## config.mk

```make
export PLATFORM = sky130hd
export DESIGN_NAME = div32_seq
export DESIGN_NICKNAME = d
export VERILOG_FILES = /design/src/rtl/div32_seq.sv
export SDC_FILE = /design/constraint.sdc
export NUM_CORES = 1
export LEC_CHECK = 0
export BUFFER_PORTS_ARGS = -buffer_cell sky130_fd_sc_hd__buf_4
export CAP_MARGIN = 20
export CORE_MARGIN = 3
export CORE_UTILIZATION = 25
export DETAILED_ROUTE_END_ITERATION = 7
export PLACE_DENSITY_LB_ADDON = 0.2
export SLEW_MARGIN = 20
export SYNTH_ARGS = -nofsm -noshare
export SYNTH_HDL_FRONTEND = slang
export SYNTH_SLANG_ARGS = --single-unit
export TNS_END_PERCENT = 20
```

## constraint.sdc

```tcl
create_clock -name clk -period 5.61 [get_ports clk]
set_input_delay 0.8415 -clock clk [delete_from_list [all_inputs] [get_ports clk]]
set_output_delay 0.8415 -clock clk [all_outputs]
set_load 0.05 [all_outputs]
```

## src/rtl/div32_seq.sv

```systemverilog
// rtl/div32_seq.sv - sequential restoring divider, one quotient bit per cycle
// Signed division (sgn input) is compiled in only with DIV32_SEQ_SIGNED_EN defined.
module div32_seq #(
  parameter int WIDTH = 32
) (
  input  logic             clk,
  input  logic             rst_n,
  input  logic             start,
  input  logic             sgn,
  input  logic [WIDTH-1:0] a,
  input  logic [WIDTH-1:0] b,
  output logic             busy,
  output logic             done,
  output logic [WIDTH-1:0] quo,
  output logic [WIDTH-1:0] rem,
  output logic             dz
);

  localparam int CW = $clog2(WIDTH);
  localparam logic [1:0] S_IDLE = 2'd0;
  localparam logic [1:0] S_RUN  = 2'd1;
  localparam logic [1:0] S_FIN  = 2'd2;

  logic [1:0]       state_q, state_d;
  logic [CW-1:0]    cnt_q, cnt_d;
  logic [WIDTH-1:0] r_q, r_d, q_q, q_d, d_q, d_d, a_q, a_d;
  logic [WIDTH-1:0] quo_q, quo_d, rem_q, rem_d;
  logic             done_q, done_d, dz_q, dz_d;
  logic [WIDTH:0]   r_shift, diff;

`ifdef DIV32_SEQ_SIGNED_EN
  logic qneg_q, qneg_d, rneg_q, rneg_d;
  logic a_neg, b_neg;
`else
  logic unused_sgn;
  assign unused_sgn = sgn;
`endif

  // q_q starts as the dividend magnitude and is shifted out into the partial remainder
  assign r_shift = {r_q, q_q[WIDTH-1]};
  assign diff    = r_shift - {1'b0, d_q};

  always_comb begin
    state_d = state_q;
    cnt_d   = cnt_q;
    r_d     = r_q;
    q_d     = q_q;
    d_d     = d_q;
    a_d     = a_q;
    quo_d   = quo_q;
    rem_d   = rem_q;
    dz_d    = dz_q;
    done_d  = 1'b0;
`ifdef DIV32_SEQ_SIGNED_EN
    qneg_d  = qneg_q;
    rneg_d  = rneg_q;
    a_neg   = sgn & a[WIDTH-1];
    b_neg   = sgn & b[WIDTH-1];
`endif
    case (state_q)
      S_IDLE: begin
        if (start && !done_q) begin
          a_d     = a;
          r_d     = '0;
          cnt_d   = '0;
          state_d = S_RUN;
`ifdef DIV32_SEQ_SIGNED_EN
          qneg_d  = a_neg ^ b_neg;
          rneg_d  = a_neg;
          q_d     = a_neg ? -a : a;
          d_d     = b_neg ? -b : b;
`else
          q_d     = a;
          d_d     = b;
`endif
        end
      end
      S_RUN: begin
        r_d   = diff[WIDTH] ? r_shift[WIDTH-1:0] : diff[WIDTH-1:0];
        q_d   = {q_q[WIDTH-2:0], ~diff[WIDTH]};
        cnt_d = cnt_q + CW'(1);
        if (cnt_q == CW'(WIDTH - 1)) begin
          state_d = S_FIN;
        end
      end
      S_FIN: begin
        done_d  = 1'b1;
        state_d = S_IDLE;
        dz_d    = (d_q == '0);
        // divide-by-zero reports the raw dividend, not the sign-corrected remainder
        if (d_q == '0) begin
          quo_d = '1;
          rem_d = a_q;
        end else begin
`ifdef DIV32_SEQ_SIGNED_EN
          quo_d = qneg_q ? -q_q : q_q;
          rem_d = rneg_q ? -r_q : r_q;
`else
          quo_d = q_q;
          rem_d = r_q;
`endif
        end
      end
      default: state_d = S_IDLE;
    endcase
  end

  always_ff @(posedge clk or negedge rst_n) begin
    if (!rst_n) begin
      state_q <= S_IDLE;
      cnt_q   <= '0;
      r_q     <= '0;
      q_q     <= '0;
      d_q     <= '0;
      a_q     <= '0;
      quo_q   <= '0;
      rem_q   <= '0;
      dz_q    <= 1'b0;
      done_q  <= 1'b0;
`ifdef DIV32_SEQ_SIGNED_EN
      qneg_q  <= 1'b0;
      rneg_q  <= 1'b0;
`endif
    end else begin
      state_q <= state_d;
      cnt_q   <= cnt_d;
      r_q     <= r_d;
      q_q     <= q_d;
      d_q     <= d_d;
      a_q     <= a_d;
      quo_q   <= quo_d;
      rem_q   <= rem_d;
      dz_q    <= dz_d;
      done_q  <= done_d;
`ifdef DIV32_SEQ_SIGNED_EN
      qneg_q  <= qneg_d;
      rneg_q  <= rneg_d;
`endif
    end
  end

  assign busy = (state_q != S_IDLE);
  assign done = done_q;
  assign quo  = quo_q;
  assign rem  = rem_q;
  assign dz   = dz_q;

endmodule
```

* Word level (Yosys, flattened, before mapping)
Index checks and enable logic that the tools add are counted.
** Cells by class
- Mux-type cells :: 13
- Add/sub/neg operators :: 2
- Equality and inequality tests :: 5
- Reduce and logical (&&, ||, !) cells :: 9
- Bitwise logic cells :: 1
** Operators with widths (number)
- 32-bit 2-to-1 mux :: 5
- 32-bit one-hot mux with 2 select lines :: 2
- 33-bit by 32-bit subtractor with 33-bit output :: 1
- 32-bit zero test :: 1
- 5-bit one-hot mux with 2 select lines :: 1
- 2-bit AND reduction :: 3
- 5-bit by 1-bit adder with 5-bit output, second input constant :: 1
- 5-bit equality test, second input constant :: 1
- 5-bit 2-to-1 mux :: 1
- 2-bit 2-to-1 mux :: 2
- 2-bit != test, second input constant :: 2
- 2-bit one-hot mux with 2 select lines :: 1
- 2-bit nonzero test :: 2
- 2-bit by 1-bit equality test with 1-bit output, second input constant :: 1
- 2-bit equality test, second input constant :: 1
- 2-bit zero test :: 1
- 1-bit logical AND :: 1
- 1-bit zero test :: 1
- 1-bit 2-to-1 mux :: 1
- 1-bit NOT :: 1
** Storage, ports and cells
- Input bits :: 68
- Output and inout bits :: 67
- Bits in registers :: 201
- Word-level logic and storage cells :: 40

* Longest topological paths before layout
Gate-level depths: netlist of the first run.
- Word-level depth :: 4
- Gate-level depth with buffers :: 14
- Depth with buffers taken out :: 13

* Least setup slack after synthesis of the first run
No wires, ideal clock.
- Kind :: reg2reg
- Start point :: register q_q[31]
- End point :: register r_q[21]
- Buffers on the path :: 1
- Clock period less this slack :: 3098 ps
- Setup time :: 134 ps
- Slack :: 2512 ps
- Data arrival time :: 2964 ps
- Stages on the path, launching flop included :: 14
- Cell sequence :: dfrtp_1 > inv_1 > ha_1 > inv_1 > fa_1 > a211o_1 > a211oi_2 > o21ai_1 > a31oi_4 > o21ai_2 > a311oi_4 > buf_4 > mux2i_1 > o21ai_0
** Between the ends
- Word-level cells in the longest chain between the ends :: 3
** RTL lines
- start: declaration :: RTL line 26 : logic [WIDTH-1:0] r_q, r_d, q_q, q_d, d_q, d_d, a_q, a_d;
- start signal: assignment :: RTL line 128 : q_q <= q_d;
- 33-bit by 32-bit subtractor with 33-bit output :: RTL line 41 : assign diff = r_shift - {1'b0, d_q};
- 32-bit 2-to-1 mux :: RTL line 79 : r_d = diff[WIDTH] ? r_shift[WIDTH-1:0] : diff[WIDTH-1:0];
- 32-bit one-hot mux with 2 select lines :: RTL line 60 : case (state_q)
- end signal: assignment :: RTL line 127 : r_q <= r_d;
- end: declaration :: RTL line 26
Every way passes these cells.
A chain may end at the register's enable or synchronous reset.

* Worst setup path after layout of the first run
- Start point :: register q_q[31]
- End point :: register r_q[29]
The elaborated chain is that of the path after synthesis.

==> results.py, run 1 <==
metrics = {
    "outcome": {
        "status": "complete, no violations",
    },
    "clock_network": {
        "cts_max_path_buffers": 3,
        "post_cts_buffers": 0,
        "cts_resized": 0,
        "cts_tree": "yes",
        "cts_made_buffers": 23,
        "cts_root_buf": "clkbuf_16",
        "htree_num_levels": 1,
        "clk_pin_slew_worst_paths_ns": 0.06,
        "clock_sinks": 201,
        "clkLatencyLatePin_ns": 0.51,
        "cts_hold_buf": 0,
    },
    "placed_design": {
        "place_inst": 1723,
        "io_buffer_count": 133,
        "hpwl_um": 20710,
        "post-place-ws_ns": 1.820,
        "place.gp.congestion": 0.8245,
    },
    "logic_synthesis": {
        "synth_top_area_cell": "dfrtp_1",
        "synth_area_per_cell_um2": 8.939,
        "ys_warn_count": 0,
        "syn_inst": 1125,
        "synth-main-ff-cell": "dfrtp_1",
        "ys_seq_elements": 201,
        "netlist_area_um2": 10060,
        "syn_nets": 1228,
        "synthDistinctLibCells": 56,
        "synth_top_area_share": 0.5002,
        "synth-seq-area-share": 0.5002,
        "synth_edf_count": 0,
        "async_flop_share": 1.000,
        "synth_area_leaders": "dfrtp_1 (50%), nand2_1 (13%), o21ai_0 (7.2%)",
    },
    "floorplanning": {
        "die_area_um2": 42670,
        "io_pins": 135,
        "design.core.area_um2": 39190,
        "initial_utilization": 0.2566,
        "fp.dieW_um": 206.6,
        "die_h_um": 206.6,
        "std_cell_rows": 72,
    },
    "sta": {
        "fin_crit_ns": 3.759,
        "skew_ns": 0.01459,
        "fmax_mhz": 266.0,
        "slew_headroom": 0.3643,
        "finalSetupViolations": 0,
        "rsz0062_at_grt": "false",
        "worstMarginPinSlew_ns": 0.9535,
        "min_period_over_period": 0.6700,
        "finalMaxSlewViolations": 0,
        "hold_viol_final": 0,
        "setup_ws_ns": 1.851,
        "final.setup.tns_ns": 0,
    },
    "global_routing": {
        "grt_pass1_wl_um": 46820,
        "overflow": 0,
        "grt_pass1_vias": 8180,
        "antenna_found_initial": 1,
        "grt_max_degree": 126,
        "grt_use_total": 0.1383,
    },
    "pwr": {
        "swShare": 0.4339,
        "p_clk_frac": 0.183,
        "p_sw_w": 0.003644,
        "p_total_w": 0.008399,
        "p_per_area_nw_per_um2": 679.3,
        "p_leak_nw": 5.734,
        "combPwrFrac": 0.515,
        "vdd_ir_drop_max_mv": 0.4748,
        "internal_power_w": 0.004754,
        "p_seq_frac": 0.302,
    },
    "route": {
        "drtAntennaViolNets": 0,
        "wl_met2_um": 13030,
        "top_layer_used": "met5",
        "vias": 8037,
        "routed_wirelength_um": 29440,
        "first_iter_violations": 389,
        "wl_per_cell_um": 16.68,
        "drt-pass1-iter-count": 4,
        "wl_met1_um": 14340,
        "viasPerCell": 4.554,
        "route.met3.wl_um": 1695,
        "drc": 0,
    },
    "finish": {
        "diodes": 0,
        "layout-drive-gt1-share": 0.1604,
        "finalNonFillerCells": 1765,
        "postLayoutCoreUtil": 0.3155,
        "nets": 1333,
        "syn_to_final_growth_pct": 22.94,
    },
    "setup_path": {
        "r2r_start": "q_q[31]$_DFFE_PN0P_",
        "cp_max_fo": 44,
        "cp-end-kind": "register",
        "r2r_cells": 13,
        "critPathLaunchType": "register",
        "crit_start": "q_q[31]$_DFFE_PN0P_",
        "arrival_ns": 4.14,
        "critPathRequiredTime_ns": 5.99,
        "crit_type": "reg -> reg",
    },
    "min_path": {
        "min_path_type": "in -> async",
    },
    "flow_run": {
        "drv_cap": 0,
    },
}
state kept, by name, summed over array words and instances (netlist names):
name and flops:
a_q 32, done 1, q_q 32, quo 32, dz 1, d_q 32
state_q 2, r_q 32, rem 32, cnt_q 5
logic make-up after synthesis:
logic type	after synthesis	share of synthesized area
adder cells (fa/ha/maj)	35	0.04430
multiplexers	57	0.05686
flip-flops	201	0.5002
buffers and inverters	102	0.03994
AO/OA/AOI/OAI	241	0.1441
AND/OR/NAND/NOR	465	0.1937
XOR/XNOR	24	0.02090
cells in the mapped netlist (3+ instances only):
cell,instances
nand2_1,339
dfrtp_1,201
o21ai_0,144
clkbuf_1,56
mux2i_1,56
nand3_1,55
inv_1,37
ha_1,34
a21oi_1,25
nor2_1,22
a21o_1,21
xnor2_1,17
nor4_1,9
nand4_1,8
a31oi_1,7
xor2_1,7
a211oi_1,6
and3_1,6
nor2b_1,6
nand2b_1,5
o211ai_1,5
o21a_1,5
nor3b_1,4
a211o_1,3
a41oi_1,3
buf_1,3
buf_2,3
nor3_1,3
o21bai_1,3
worst max-delay path, stage by stage (launching register included):
cell      delay [ns]
dfrtp_1         0.39
inv_1           0.08
ha_1            0.17
inv_1           0.05
fa_1            0.42
a211o_1         0.35
a211oi_2        0.25
o21ai_1         0.18
a31oi_4         0.31
o21ai_2         0.15
a311oi_4        0.29
buf_4           0.54
nor4b_1         0.30
o21ai_0         0.13
power groups by stage:
stage | Clock [W] | Sequential [W] | Combinational, W
4_1_cts | 0.00159 | 0.00254 | 0.00439
3_5_place_dp | 0 | 0.00257 | 0.00437
6_report | 0.00154 | 0.00254 | 0.00432
2_1_floorplan | 0 | 0.00257 | 0.00325
3_3_place_gp | 0 | 0.00255 | 0.00433
5_1_grt | 0.00166 | 0.00263 | 0.00491
per-layer routing:
metal  vias up  track usage
li1       4038            -
met5         -            0
met3        29      0.02650
met4         2      0.02327
met1      3819       0.1994
met2       149       0.2196
layout by cell type (no fill, tap or decap), drive strengths merged, types with 3 or more instances in the layout:
master  count
dfrtp     201
o21bai      3
inv        38
nor2       22
o21ai     146
nand2     339
a21oi      26
buf       144
a21o       21
xnor2      17
and3        6
nand4       8
a211oi      7
nand3      55
o21a        5
nor3b       4
a41oi       3
a211o       3
mux2i      56
xor2        7
nor2b       6
nor4        9
a31oi       8
a311oi      3
nor3        3
clkinv      6
nand2b      5
o211ai      5
ha         34
clkbuf     32
worst paths after layout:
check | to | slack (ns)
min reg2reg | quo[11]$_DFFE_PN0P_ | 0.46
max | r_q[29]$_DFFE_PN0P_ | 1.85
min | quo[23]$_DFFE_PN0P_ | 0.34
max reg2reg | r_q[29]$_DFFE_PN0P_ | 1.85
min in group clk | quo[11]$_DFFE_PN0P_ | 0.46
max in group asynchronous | rem[8]$_DFFE_PN0P_ | 4.17
stage by stage:
step           hold slack, ns  area (um2)
2_1_floorplan          0.4456       10060
4_1_cts                0.3788       12360
3_3_place_gp           0.4554       11580
6_report               0.3449       12360
5_1_grt                0.3816       12360
3_5_place_dp           0.4585       11580
cell type report:
| cell class | count | area, um2 |
|---|---|---|
| Inverter | 37 | 138.9 |
| Multi-Input combinational cell | 822 | 4659 |
| Sequential cell | 201 | 5030 |
| Fill cell | 4161 | 26820 |
| Tap cell | 518 | 648.1 |
| Timing Repair Buffer | 145 | 1107 |
| Clock inverter | 11 | 113.9 |
| Clock buffer | 31 | 665.6 |
No activity file was read; power rests on OpenSTA's default activity.
==> inputs of run 2 (changes only) <==
- clock period: 5.61 -> 3.1 ns (I/O delays scaled with it)
==> run 2 against run 1 <==
Against the previous run:
- largest power group unchanged
- die area did not move
- core utilization grew 1.4 points
- critical path depth grew 3
- largest cell class unchanged
- first-iteration DRC count is 5.9% lower
- fmax up 23%
- global-route usage is 0.51 points higher
- non-clock buffer count grew 55
- cell count up 3.1%
- sequential power up 79%
- hold slack worse by 0.20 ns
==> results.py, run 2 (same netlist as run 1, synthesis figures left out) <==
metrics = {
    "placed_design": {
        "hpwl_um": 22050,
        "place.gp.congestion": 0.8400,
        "dpl_cell_area_um2": 12000,
        "place_inst": 1770,
        "io_buffer_count": 133,
    },
    "floorplanning": {
        "io_pins": 135,
        "die_h_um": 206.6,
        "die_area_um2": 42670,
        "std_cell_rows": 72,
        "initial_utilization": 0.2566,
        "fp.dieW_um": 206.6,
        "design.core.area_um2": 39190,
    },
    "global_routing": {
        "grt_pass1_vias": 8489,
        "grt_pass1_wl_um": 48290,
        "antenna_found_initial": 0,
        "grt_use_total": 0.1434,
        "grt_max_degree": 81,
        "overflow": 0,
    },
    "route": {
        "drtAntennaViolNets": 0,
        "drt-pass1-iter-count": 5,
        "wl_per_cell_um": 16.73,
        "drc": 0,
        "vias": 8302,
        "viasPerCell": 4.562,
        "routed_wirelength_um": 30450,
        "first_iter_violations": 366,
    },
    "finish": {
        "postLayoutCoreUtil": 0.3292,
        "syn_to_final_growth_pct": 28.27,
        "diodes": 0,
        "nFillCells": 4119,
        "finalNonFillerCells": 1820,
        "seq_area_um2": 5030,
        "nets": 1389,
        "multi_input_area_um2": 4707,
        "final_cell_mix": "nand2_1 (339), dfrtp_1 (201), buf_4 (189)",
        "layout-drive-gt1-share": 0.1997,
        "design_area_um2": 12900,
        "layout_commonest_cell": "nand2_1",
    },
    "sta": {
        "worstMarginPinSlew_ns": 0.7499,
        "skew_ns": 0.01468,
        "finalMaxSlewViolations": 0,
        "slew_headroom": 0.5001,
        "rsz0062_at_grt": "true",
        "fmax_mhz": 327.2,
        "final.setup.tns_ns": 0,
        "hold_viol_final": 0,
        "finalSetupViolations": 0,
        "min_period_over_period": 0.9857,
        "fin_crit_ns": 3.056,
    },
    "clock_network": {
        "htree_num_levels": 1,
        "clkLatencyLatePin_ns": 0.53,
        "cts_tree": "yes",
        "cts_made_buffers": 24,
        "cts_root_buf": "clkbuf_16",
        "clk_pin_slew_worst_paths_ns": 0.06,
        "clock_sinks": 201,
        "cts_max_path_buffers": 3,
    },
    "setup_path": {
        "arrival_ns": 3.47,
        "critPathRequiredTime_ns": 3.51,
        "critPathLaunchType": "register",
        "cp_max_fo": 11,
        "crit_type": "reg -> reg",
        "cp-end-kind": "register",
    },
    "pwr": {
        "p_clk_frac": 0.166,
        "internal_power_w": 0.009508,
        "p_per_area_nw_per_um2": 1282,
        "combPwrFrac": 0.560,
        "p_sw_w": 0.007023,
        "p_leak_nw": 6.033,
        "swShare": 0.4249,
        "vdd_ir_drop_max_mv": 0.4312,
        "p_total_w": 0.01653,
        "p_seq_frac": 0.274,
    },
    "outcome": {
        "status": "complete, no violations",
    },
    "min_path": {
        "min_path_type": "in -> reg",
    },
    "flow_run": {
        "drv_cap": 0,
    },
}
run 2: per-stage QoR:
step / setup WS, ns / hold WS, ns
floorplan: 0.002401 / 0.1694
global placement: -0.1492 / 0.4562
detailed placement: -0.1690 / 0.4590
CTS: -0.005387 / 0.01162
global route: -0.1006 / 0.1432
finish: 0.04421 / 0.1499
run 2: repair_timing:
action,4_1_cts,5_1_grt
setup endpoints to repair,32,32
gates resized for setup,10,26
setup buffers,3,3
pin swaps,6,1
hold buffers,0,1
endpoints found under the hold margin,0,6
cloned,1,0
run 2: path summary, 6_finish.rpt:
check	startpoint	endpoint	slack, ns	cells past startpoint
max in group asynchronous	rst_n	q_q[12]$_DFFE_PN0P_	1.64	3
setup / recovery	q_q[31]$_DFFE_PN0P_	r_q[25]$_DFFE_PN0P_	0.04	16
setup reg to reg	q_q[31]$_DFFE_PN0P_	r_q[25]$_DFFE_PN0P_	0.04	16
hold reg to reg	quo[15]$_DFFE_PN0P_	quo[15]$_DFFE_PN0P_	0.47	2
min in group asynchronous	rst_n	quo[25]$_DFFE_PN0P_	0.51	2
hold / removal	b[20]	d_q[20]$_DFFE_PN0P_	0.15	3
run 2: cell type report:
class,count,share of cell area
inverter,37,0.01077
clock buffer,37,0.05665
multi-input combinational,822,0.3649
timing repair buffer,200,0.1250
clock inverter,5,0.002425
tap,518,0.05025
sequential,201,0.3900
run 2: metal layers:
metal  vias to the layer above  track usage  wire length [um]
li1                       4159            -                 -
met1                      3960       0.2078             15180
met2                       154       0.2263             13480
met3                        29      0.02446              1423
met4                         0      0.02909               366
met5                         -            0                 0
run 2: critical path, cell delays in order, from the launching register on:
cell	delay, ns
dfrtp_1	0.39
inv_2	0.08
ha_4	0.14
inv_2	0.03
fa_2	0.34
a211o_1	0.29
a211oi_2	0.26
o21ai_2	0.10
a31oi_4	0.22
buf_6	0.12
o2111a_1	0.21
a311oi_4	0.05
buf_6	0.15
buf_12	0.14
nand3_2	0.07
mux2i_1	0.08
a211o_1	0.28
run 2: power by group through the flow:
stage / sequential [W] / clock, W / combinational [W]
floorplan: 0.00465 / 0 / 0.00588
global placement: 0.00457 / 0 / 0.00869
detailed placement: 0.00458 / 0 / 0.00879
CTS: 0.00455 / 0.00284 / 0.00915
global route: 0.00468 / 0.00296 / 0.0104
finish: 0.00454 / 0.00274 / 0.00925
==> inputs of run 3 (changes only) <==
- CORE_MARGIN: 3 -> 8
- MAX_ROUTING_LAYER: not set -> met4
==> run 3 against run 2 <==
Against the previous run:
- cell count is 0.60% higher
- largest power group unchanged
- sequential power about the same
- first-iteration DRC count rose by 32%
- core utilization down 0.23 points
- clock skew shrank 0.0032 ns
- combinational power up 3.0%
- die area is 9.9% higher
- global-route usage fell by 0.81 points
- largest cell class unchanged
- clock-buffer cell count fell by 4
- critical path depth down 1
- fmax fell by 0.36%
==> results.py, run 3 (same netlist as run 1, synthesis figures left out) <==
metrics = {
    "outcome": {
        "status": "complete, no violations",
    },
    "finish": {
        "nFillCells": 4139,
        "syn_to_final_growth_pct": 29.13,
        "layout-drive-gt1-share": 0.2037,
        "diodes": 0,
        "final_cell_mix": "nand2_1 (339), dfrtp_1 (201), buf_4 (188)",
        "design_area_um2": 12990,
        "finalNonFillerCells": 1831,
        "nets": 1392,
        "multi_input_area_um2": 4705,
        "seq_area_um2": 5030,
        "layout_commonest_cell": "nand2_1",
    },
    "sta": {
        "finalSetupViolations": 0,
        "setup_ws_ns": 0.03308,
        "final.setup.tns_ns": 0,
        "rsz0062_at_grt": "true",
        "finalMaxSlewViolations": 0,
        "hold_viol_final": 0,
        "skew_ns": 0.01150,
        "slew_headroom": 0.5723,
        "min_period_over_period": 0.9893,
        "fmax_mhz": 326.1,
        "hold-worst-slack_ns": 0.1413,
        "worstMarginPinSlew_ns": 0.6416,
        "fin_crit_ns": 3.067,
    },
    "setup_path": {
        "crit_type": "reg -> reg",
        "cp-end-kind": "register",
        "critPathLaunchType": "register",
        "cp_max_fo": 12,
        "arrival_ns": 3.46,
        "critPathRequiredTime_ns": 3.49,
    },
    "global_routing": {
        "grt_max_degree": 99,
        "grt_pass1_wl_um": 49870,
        "use_met3": 0.02228,
        "grt_util_met2": 0.2071,
        "overflow": 0,
        "antenna_found_initial": 0,
        "top_usage_layer": "met2",
        "grt_pass1_vias": 8683,
        "grt_use_total": 0.1353,
        "use_met1": 0.1855,
    },
    "floorplanning": {
        "die_area_um2": 46900,
        "std_cell_rows": 73,
        "fp.dieW_um": 216.6,
        "die_h_um": 216.6,
        "initial_utilization": 0.2531,
        "design.core.area_um2": 39730,
        "io_pins": 135,
    },
    "route": {
        "drtAntennaViolNets": 0,
        "vias": 8302,
        "drt-pass1-iter-count": 5,
        "wl_per_cell_um": 17.07,
        "drc": 0,
        "viasPerCell": 4.534,
        "first_iter_violations": 482,
        "routed_wirelength_um": 31250,
    },
    "clock_network": {
        "clk_pin_slew_worst_paths_ns": 0.06,
        "clock_sinks": 201,
        "cts_tree": "yes",
        "cts_max_path_buffers": 3,
        "cts_root_buf": "clkbuf_16",
        "cts_made_buffers": 24,
        "clkLatencyLatePin_ns": 0.52,
        "htree_num_levels": 1,
    },
    "pwr": {
        "p_per_area_nw_per_um2": 1290,
        "p_leak_nw": 6.056,
        "vdd_ir_drop_max_mv": 0.5730,
    },
    "flow_run": {
        "drv_cap": 0,
    },
    "placed_design": {
        "io_buffer_count": 133,
        "hpwl_um": 22540,
        "dpl_cell_area_um2": 12050,
        "place_inst": 1779,
        "post-place-ws_ns": -0.2188,
        "place.gp.congestion": 0.8597,
    },
    "min_path": {
        "min_path_type": "in -> reg",
    },
}
-- run 3: cell types whose count changed in the layout (fill, tap and decap cells not counted), moves of 2 or more --
cell	previous run	this run
clkinvlp_4	1	3
clkinv_2	3	6
o21ai_1	21	2
clkbuf_1	6	4
clkbuf_8	7	5
a311oi_2	2	0
o21ai_0	123	142
a311oi_1	0	2
buf_12	6	8
-- run 3: worst paths after layout --
kind	cells past startpoint	to	from	slack, ns
max	15	r_q[19]$_DFFE_PN0P_	q_q[31]$_DFFE_PN0P_	0.03
min	3	d_q[8]$_DFFE_PN0P_	b[8]	0.14
max reg2reg	15	r_q[19]$_DFFE_PN0P_	q_q[31]$_DFFE_PN0P_	0.03
min reg2reg	2	quo[14]$_DFFE_PN0P_	quo[14]$_DFFE_PN0P_	0.46
max in group asynchronous	3	quo[17]$_DFFE_PN0P_	rst_n	1.85
min in group asynchronous	2	quo[25]$_DFFE_PN0P_	rst_n	0.51
-- run 3: layout make-up --
cell class / instances / share of cell area
multi-input combinational: 822 / 0.3623
clock inverter: 10 / 0.004722
inverter: 37 / 0.01070
timing repair buffer: 203 / 0.1308
tap: 525 / 0.05059
clock buffer: 33 / 0.05357
sequential: 201 / 0.3874
-- run 3: what timing repair did --
action                     4_1_cts  5_1_grt
gates cloned                     2        1
hold buffers                     1        0
setup buffers                    5        0
resized for setup               12        5
pin swaps                        8        3
setup endpoints to repair       32       32
hold endpoints to repair        65        0
-- run 3: layer usage --
layer | wire (um) | share of wire
met5 | 0 | 0
met4 | 522 | 0.017
met3 | 1310 | 0.042
met2 | 13890 | 0.44
met1 | 15520 | 0.50
-- run 3: where the power goes --
| group | leakage, nW | internal [W] | switching (W) |
|---|---|---|---|
| Clock | 0.370 | 0.00157 | 0.00114 |
| Sequential | 2.29 | 0.00370 | 0.000813 |
| Combinational | 3.39 | 0.00439 | 0.00514 |
-- run 3: per-stage QoR --
| step | power (W) | util |
|---|---|---|
| detailed placement | 0.01345 | 0.3032 |
| finish | 0.01675 | 0.3268 |
| floorplan | 0.01053 | - |
| global route | 0.01818 | 0.3268 |
| global placement | 0.01338 | 0.3032 |
| CTS | 0.01685 | 0.3259 |
-- run 3: worst max-delay path: stages (launching register included) --
cell	delay, ns
dfrtp_1	0.39
inv_2	0.08
ha_4	0.14
inv_2	0.03
fa_2	0.33
a211o_1	0.29
a211oi_2	0.27
o21ai_2	0.10
a31oi_4	0.22
o21ai_2	0.10
a311oi_4	0.30
buf_6	0.20
buf_12	0.16
nor2b_1	0.08
a41oi_2	0.16
o21ai_1	0.08
